==> src/rtl/bcd_score_display.sv <==
// Multiplexed N-digit decimal score display: a sequential double-dabble converter feeds
// a display register that is scanned onto a shared active-low 7-segment bus.
module bcd_score_display #(
  parameter int DIGITS  = 4,
  parameter int VALUE_W = 14,
  parameter int SLOT_W  = 16,
  parameter int BLINK_W = 24
) (
  input  logic               clk,
  input  logic               reset,
  input  logic [VALUE_W-1:0] value,
  input  logic               load,
  input  logic               blink_en,
  output logic               busy,
  output logic [DIGITS-1:0]  digit_en,
  output logic [6:0]         seg
);

  localparam int BCD_W = 4 * DIGITS;
  localparam int CNT_W = $clog2(VALUE_W + 1);
  localparam int IDX_W = $clog2(DIGITS);
  localparam logic [CNT_W-1:0]  LAST_ITER = CNT_W'(VALUE_W - 1);
  localparam logic [IDX_W-1:0]  LAST_IDX  = IDX_W'(DIGITS - 1);
  localparam logic [DIGITS-1:0] DIG_ONE   = {{(DIGITS-1){1'b0}}, 1'b1};

  function automatic longint unsigned pow10(input int n);
    longint unsigned r;
    r = 64'd1;
    for (int i = 0; i < n; i++) begin
      r = r * 64'd10;
    end
    return r;
  endfunction

  localparam longint unsigned MAX_VAL = pow10(DIGITS) - 64'd1;

  function automatic logic [VALUE_W-1:0] saturate(input logic [VALUE_W-1:0] v);
    if (64'(v) > MAX_VAL) begin
      return VALUE_W'(MAX_VAL);
    end else begin
      return v;
    end
  endfunction

  function automatic logic [BCD_W-1:0] dd_adjust(input logic [BCD_W-1:0] b);
    logic [BCD_W-1:0] r;
    r = b;
    for (int i = 0; i < DIGITS; i++) begin
      if (b[4*i +: 4] >= 4'd5) begin
        r[4*i +: 4] = b[4*i +: 4] + 4'd3;
      end else begin
        r[4*i +: 4] = b[4*i +: 4];
      end
    end
    return r;
  endfunction

  function automatic logic [6:0] seg7(input logic [3:0] d);
    case (d)
      4'd0:    return 7'b1000000;
      4'd1:    return 7'b1111001;
      4'd2:    return 7'b0100100;
      4'd3:    return 7'b0110000;
      4'd4:    return 7'b0011001;
      4'd5:    return 7'b0010010;
      4'd6:    return 7'b0000010;
      4'd7:    return 7'b1111000;
      4'd8:    return 7'b0000000;
      4'd9:    return 7'b0011000;
      default: return 7'h7F;
    endcase
  endfunction

  typedef enum logic [1:0] {
    ST_IDLE   = 2'd0,
    ST_SHIFT  = 2'd1,
    ST_COMMIT = 2'd2
  } state_t;

  state_t             state_q, state_d;
  logic [VALUE_W-1:0] bin_q, bin_d;
  logic [BCD_W-1:0]   bcd_q, bcd_d;
  logic [CNT_W-1:0]   cnt_q, cnt_d;
  logic [BCD_W-1:0]   disp_q, disp_d;
  logic [VALUE_W-1:0] pend_q, pend_d;
  logic               pend_v_q, pend_v_d;
  logic               busy_q, busy_d;
  logic [SLOT_W-1:0]  presc_q, presc_d;
  logic [IDX_W-1:0]   idx_q, idx_d;
  logic [BLINK_W:0]   blink_q, blink_d;
  logic [DIGITS-1:0]  digit_en_q, digit_en_d;
  logic [6:0]         seg_q, seg_d;
  logic [BCD_W-1:0]   adj_s;
  logic [DIGITS-1:0]  lz_s;
  logic               zero_run_s;
  logic [3:0]         cur_digit_s;
  logic               dark_s;

  assign adj_s = dd_adjust(bcd_q);

  // Converter FSM: a load in COMMIT (or a waiting pending value) chains straight into SHIFT.
  always_comb begin
    state_d  = state_q;
    bin_d    = bin_q;
    bcd_d    = bcd_q;
    cnt_d    = cnt_q;
    disp_d   = disp_q;
    pend_d   = pend_q;
    pend_v_d = pend_v_q;
    case (state_q)
      ST_IDLE: begin
        if (load) begin
          state_d = ST_SHIFT;
          bin_d   = saturate(value);
          bcd_d   = '0;
          cnt_d   = '0;
        end else begin
          state_d = ST_IDLE;
        end
      end
      ST_SHIFT: begin
        bcd_d = {adj_s[BCD_W-2:0], bin_q[VALUE_W-1]};
        bin_d = {bin_q[VALUE_W-2:0], 1'b0};
        cnt_d = cnt_q + CNT_W'(1);
        if (cnt_q == LAST_ITER) begin
          state_d = ST_COMMIT;
        end else begin
          state_d = ST_SHIFT;
        end
        if (load) begin
          pend_d   = value;
          pend_v_d = 1'b1;
        end else begin
          pend_v_d = pend_v_q;
        end
      end
      ST_COMMIT: begin
        disp_d = bcd_q;
        bcd_d  = '0;
        cnt_d  = '0;
        if (load) begin
          state_d  = ST_SHIFT;
          bin_d    = saturate(value);
          pend_v_d = 1'b0;
        end else if (pend_v_q) begin
          state_d  = ST_SHIFT;
          bin_d    = saturate(pend_q);
          pend_v_d = 1'b0;
        end else begin
          state_d = ST_IDLE;
        end
      end
      default: begin
        state_d = ST_IDLE;
      end
    endcase
    busy_d = (state_d != ST_IDLE);
  end

  // Converter and display register state.
  always_ff @(posedge clk or negedge reset) begin
    if (!reset) begin
      state_q  <= ST_IDLE;
      bin_q    <= '0;
      bcd_q    <= '0;
      cnt_q    <= '0;
      disp_q   <= '0;
      pend_q   <= '0;
      pend_v_q <= 1'b0;
      busy_q   <= 1'b0;
    end else begin
      state_q  <= state_d;
      bin_q    <= bin_d;
      bcd_q    <= bcd_d;
      cnt_q    <= cnt_d;
      disp_q   <= disp_d;
      pend_q   <= pend_d;
      pend_v_q <= pend_v_d;
      busy_q   <= busy_d;
    end
  end

  // Free-running slot prescaler, digit index and blink timer.
  always_comb begin
    presc_d = presc_q + SLOT_W'(1);
    blink_d = blink_q + (BLINK_W+1)'(1);
    if (presc_q == {SLOT_W{1'b1}}) begin
      idx_d = (idx_q == LAST_IDX) ? {IDX_W{1'b0}} : idx_q + IDX_W'(1);
    end else begin
      idx_d = idx_q;
    end
  end

  // Scan output: the first 4 cycles of a slot are dark so the previous digit fully turns off.
  always_comb begin
    zero_run_s  = 1'b1;
    lz_s        = '0;
    cur_digit_s = 4'd0;
    for (int i = DIGITS - 1; i >= 0; i--) begin
      zero_run_s = zero_run_s & (disp_q[4*i +: 4] == 4'd0);
      lz_s[i]    = zero_run_s;
    end
    for (int i = 0; i < DIGITS; i++) begin
      cur_digit_s = (idx_q == IDX_W'(i)) ? disp_q[4*i +: 4] : cur_digit_s;
    end
    dark_s = (presc_q < SLOT_W'(4))
           || ((idx_q != {IDX_W{1'b0}}) && lz_s[idx_q])
           || (blink_en && blink_q[BLINK_W]);
    if (dark_s) begin
      digit_en_d = {DIGITS{1'b1}};
      seg_d      = 7'h7F;
    end else begin
      digit_en_d = ~(DIG_ONE << idx_q);
      seg_d      = seg7(cur_digit_s);
    end
  end

  // Scan counters and registered display drive.
  always_ff @(posedge clk or negedge reset) begin
    if (!reset) begin
      presc_q    <= '0;
      idx_q      <= '0;
      blink_q    <= '0;
      digit_en_q <= {DIGITS{1'b1}};
      seg_q      <= 7'h7F;
    end else begin
      presc_q    <= presc_d;
      idx_q      <= idx_d;
      blink_q    <= blink_d;
      digit_en_q <= digit_en_d;
      seg_q      <= seg_d;
    end
  end

  assign busy     = busy_q;
  assign digit_en = digit_en_q;
  assign seg      = seg_q;

endmodule
==> config.mk <==
export PLATFORM = sky130hd
export DESIGN_NAME = bcd_score_display
export DESIGN_NICKNAME = d
export VERILOG_FILES = /design/src/rtl/bcd_score_display.sv
export SDC_FILE = /design/constraint.sdc
export NUM_CORES = 1
export LEC_CHECK = 0
export BUFFER_PORTS_ARGS = -buffer_cell sky130_fd_sc_hd__buf_2
export CORE_UTILIZATION = 30
export CTS_CLUSTER_SIZE = 28
export DETAILED_ROUTE_END_ITERATION = 12
export GPL_ROUTABILITY_DRIVEN = 0
export PLACE_DENSITY = 0.46
export SLEW_MARGIN = 20
export SYNTH_ARGS = -nofsm -noshare
export SYNTH_HDL_FRONTEND = slang
export SYNTH_SLANG_ARGS = --single-unit
==> constraint.sdc <==
create_clock -name clk -period 2.5 [get_ports clk]
set_input_delay 0.125 -clock clk [delete_from_list [all_inputs] [get_ports clk]]
set_output_delay 0.125 -clock clk [all_outputs]
set_load 0.005 [all_outputs]
==> results.json <==
{
  "critical_path_class": "register to register",
  "avgSynthCellArea_um2": 10.53,
  "synth_xor_area_share_pct": 6.318,
  "hold_path_class": "primary input to register",
  "synthAdderAreaFrac_pct": 5.333,
  "hold_path_end": "pend_q[13]",
  "finalHoldWorstSlack_ps": 71.31,
  "dieArea_um2": 20910,
  "p_per_area_nw_per_um2": 930.3,
  "tns_ps": 0,
  "cts_buffers": 17,
  "finClkSkew_ps": 8.145,
  "grtUsageMet2_pct": 22.39,
  "hold_depth": 2,
  "maxSlewViolCount": 0,
  "r2r-start": "idx_q[1]",
  "die_y_um": 144.6,
  "clk_pin_slew_ps": 60,
  "die_x_um": 144.6,
  "cts_resized": 0,
  "reg2reg_depth": 8,
  "post_drt_via_cell_ratio": 4.835,
  "period_minus_slack_ps": 2186,
  "clk_latency_ps": 410,
  "finalHoldViolCount": 0,
  "worstMarginPinSlew_ps": 694.5,
  "synth.distinct_cells": 52,
  "fin_area_um2": 7350,
  "p_leak_nw": 3.289,
  "dp.cells": 868,
  "syn_to_final_growth_pct": 20.49,
  "grt_pass1_wl_um": 22560,
  "firstDrtPassIters": 4,
  "wl_per_cell_um": 14.27,
  "synthesis.area_um2": 6100,
  "io_pins": 30,
  "synth_seq_area_share_pct": 50.28,
  "drive_above_1_share_pct": 18.77,
  "synth_seq_cells": 122,
  "port_buffers": 29,
  "overflow": 0,
  "drcViolationCount": 0,
  "h-tree-depth": 4,
  "fp-row-count": 51,
  "use_met1_pct": 18.04,
  "arrival_ps": 2490,
  "first_iter_violations": 169,
  "grt_usage_pct": 14.01,
  "grt_pass1_vias": 4504,
  "wl_um": 13060,
  "synth_nets": 623,
  "postRouteAntennaNets": 0,
  "peakVddDrop_v": 0.0004607,
  "synthSimpleGateAreaFrac_pct": 16.16,
  "cts_root_buffer": "clkbuf_16",
  "syn_inst": 579,
  "cts_tree": "built",
  "worst-r2r-setup-slack_ps": 310,
  "required_ps": 2800,
  "synth_compound_area_share_pct": 13.56,
  "start_util_pct": 30.93,
  "min_period_over_period_pct": 87.44,
  "hpwlAfterDp_um": 9271,
  "synth_top_family_by_area": "simple AND/OR/NAND/NOR gates",
  "grt_max_degree": 48,
  "worstPathMaxFanout": 15,
  "status": "complete, no violations",
  "end_kind": "register",
  "yosysWarnings": 0,
  "r2r-end": "seg[0]",
  "cap_violations": 0,
  "min_from": "value[13]",
  "startpoint_type": "register",
  "core_area_um2": 19720,
  "synth_mux_area_share_pct": 5.333,
  "antenna_cells": 0,
  "antenna_found_initial": 0,
  "final_nets": 681,
  "rsz0062_at_grt": "false",
  "fmax_mhz": 457.5,
  "met3_usage_pct": 4.040,
  "clk_path_buf_depth": 2,
  "final_cells": 915,
  "setup_violations": 0,
  "ys_async_sr_fraction_pct": 100.0,
  "place_area_um2": 6595,
  "max-slew-margin-rel_pct": 53.70,
  "vias": 4424,
  "grt_busiest_layer": "met2",
  "ys.flop_type": "dfrtp_1",
  "cts_sinks": 122,
  "synth_edf_count": 0
}
layout make-up:
type                            instances  area [um^2]
Fill cell                            1944        12370
Sequential cell                       122         3067
Multi-Input combinational cell        414         2853
Clock buffer                           22        484.2
Timing Repair Buffer                   56        400.4
Tap cell                              265        331.6
Clock inverter                         10        116.4
Inverter                               26        97.59
placed cells by master, fill, tap and decap left out, types with 3 or more instances in the layout:
cell type | synthesis | layout
and4_1 | 6 | 6
a31oi_1 | 7 | 7
xnor2_1 | 31 | 31
a211oi_1 | 15 | 15
inv_1 | 26 | 26
o32ai_1 | 3 | 3
buf_4 | 0 | 12
buf_2 | 11 | 28
and3_1 | 7 | 7
o22ai_1 | 5 | 5
ha_1 | 26 | 26
a22o_1 | 8 | 8
nand3b_1 | 4 | 4
mux2_2 | 28 | 28
nand4_1 | 11 | 11
clkbuf_16 | 0 | 17
a21oi_1 | 32 | 32
nand2b_1 | 7 | 7
nor2b_1 | 5 | 5
o21ai_1 | 7 | 6
nand3_1 | 17 | 17
xor2_1 | 13 | 13
nor4_1 | 8 | 8
clkbuf_8 | 0 | 4
nor2_1 | 32 | 32
o21ai_0 | 26 | 26
nand2_1 | 66 | 66
nor3b_1 | 13 | 13
a221oi_1 | 6 | 6
a21o_1 | 6 | 6
dfstp_2 | 11 | 11
dlygate4sd3_1 | 0 | 15
nor3_1 | 3 | 3
dfrtp_1 | 111 | 111
clkinvlp_4 | 0 | 5
per-stage QoR:
step | utilization (%) | worst slack, ps | total power, mW
floorplan | - | 503.1 | 3.858
global placement | 33.45 | 438.8 | 4.347
detailed placement | 33.45 | 330.5 | 4.393
CTS | 37.25 | 317.2 | 6.929
global route | 37.27 | 110.5 | 7.301
finish | 37.27 | 314.0 | 6.838
worst max path at each step:
stage / from / end / slack, ps / cells past startpoint
after floorplan: idx_q[1] / seg[0] / 500 / 9
after global placement: idx_q[1] / seg[0] / 440 / 8
after detailed placement: idx_q[1] / seg[0] / 330 / 8
after CTS: idx_q[1] / seg[0] / 320 / 8
after global routing: idx_q[1] / seg[3] / 110 / 8
final: idx_q[1] / seg[0] / 310 / 8
Yosys cell counts, drive strengths merged (3+ instances only):
master	count	area (um^2)
a211oi	16	125.1
a22o	8	70.07
and4	6	52.55
nor4	9	71.32
nand3b	4	30.03
a21oi	32	160.2
xnor2	31	271.5
nor3	5	41.29
buf	12	66.31
nand2b	8	52.55
and3	8	55.05
nand4	13	93.84
nand2	66	247.7
clkbuf	5	20.01
nor3b	13	97.59
ha	26	325.3
nor2b	5	31.28
dfstp	11	289.0
a221oi	7	67.56
o32ai	3	26.28
o21ai	33	165.2
o22ai	5	31.28
mux2	28	315.3
a21o	6	45.04
xor2	13	113.9
a31oi	7	43.79
inv	26	97.59
nand3	17	85.08
dfrtp	111	2778
nor2	32	120.1
where the power goes:
part / switching, mW / leakage (nW) / internal (mW)
logic: 0.927 / 1.45 / 0.776
clock network: 0.901 / 0.280 / 1.57
registers: 0.295 / 1.56 / 2.37
logic make-up after synthesis:
logic type,Yosys count
flops,122
mux,29
compound gates,128
xor+xnor,44
fa+ha+maj,26
simple gates,187
buf+inv,43
state kept, by name, indices dropped and copies added (netlist names), 4 cells and up:
register  flops
disp_q       16
bin_q        14
bcd_q        16
presc_q      16
blink_q      25
seg           7
digit_en      4
pend_q       14
cnt_q         4
worst max-delay path, cell delays in order, from the launching register on:
cell and delay, ps:
dfrtp_1 420, ha_1 500, a211oi_1 130, a221oi_2 300, inv_1 140, ha_1 220
a21o_1 160, a21oi_1 120, o21ai_1 80
repair_timing:
action                    CTS  global route
hold buffers               15             0
hold endpoints to repair   46             0
buffers inserted            0             0
routing by layer:
metal,routed length [um],vias up,share of wire [%]
met4,191,0,1.5
met5,0,-,0
met3,454,18,3.5
met2,6086,67,47
met1,6323,2145,48
li1,-,2194,-
(Power assumes the default switching activity.)
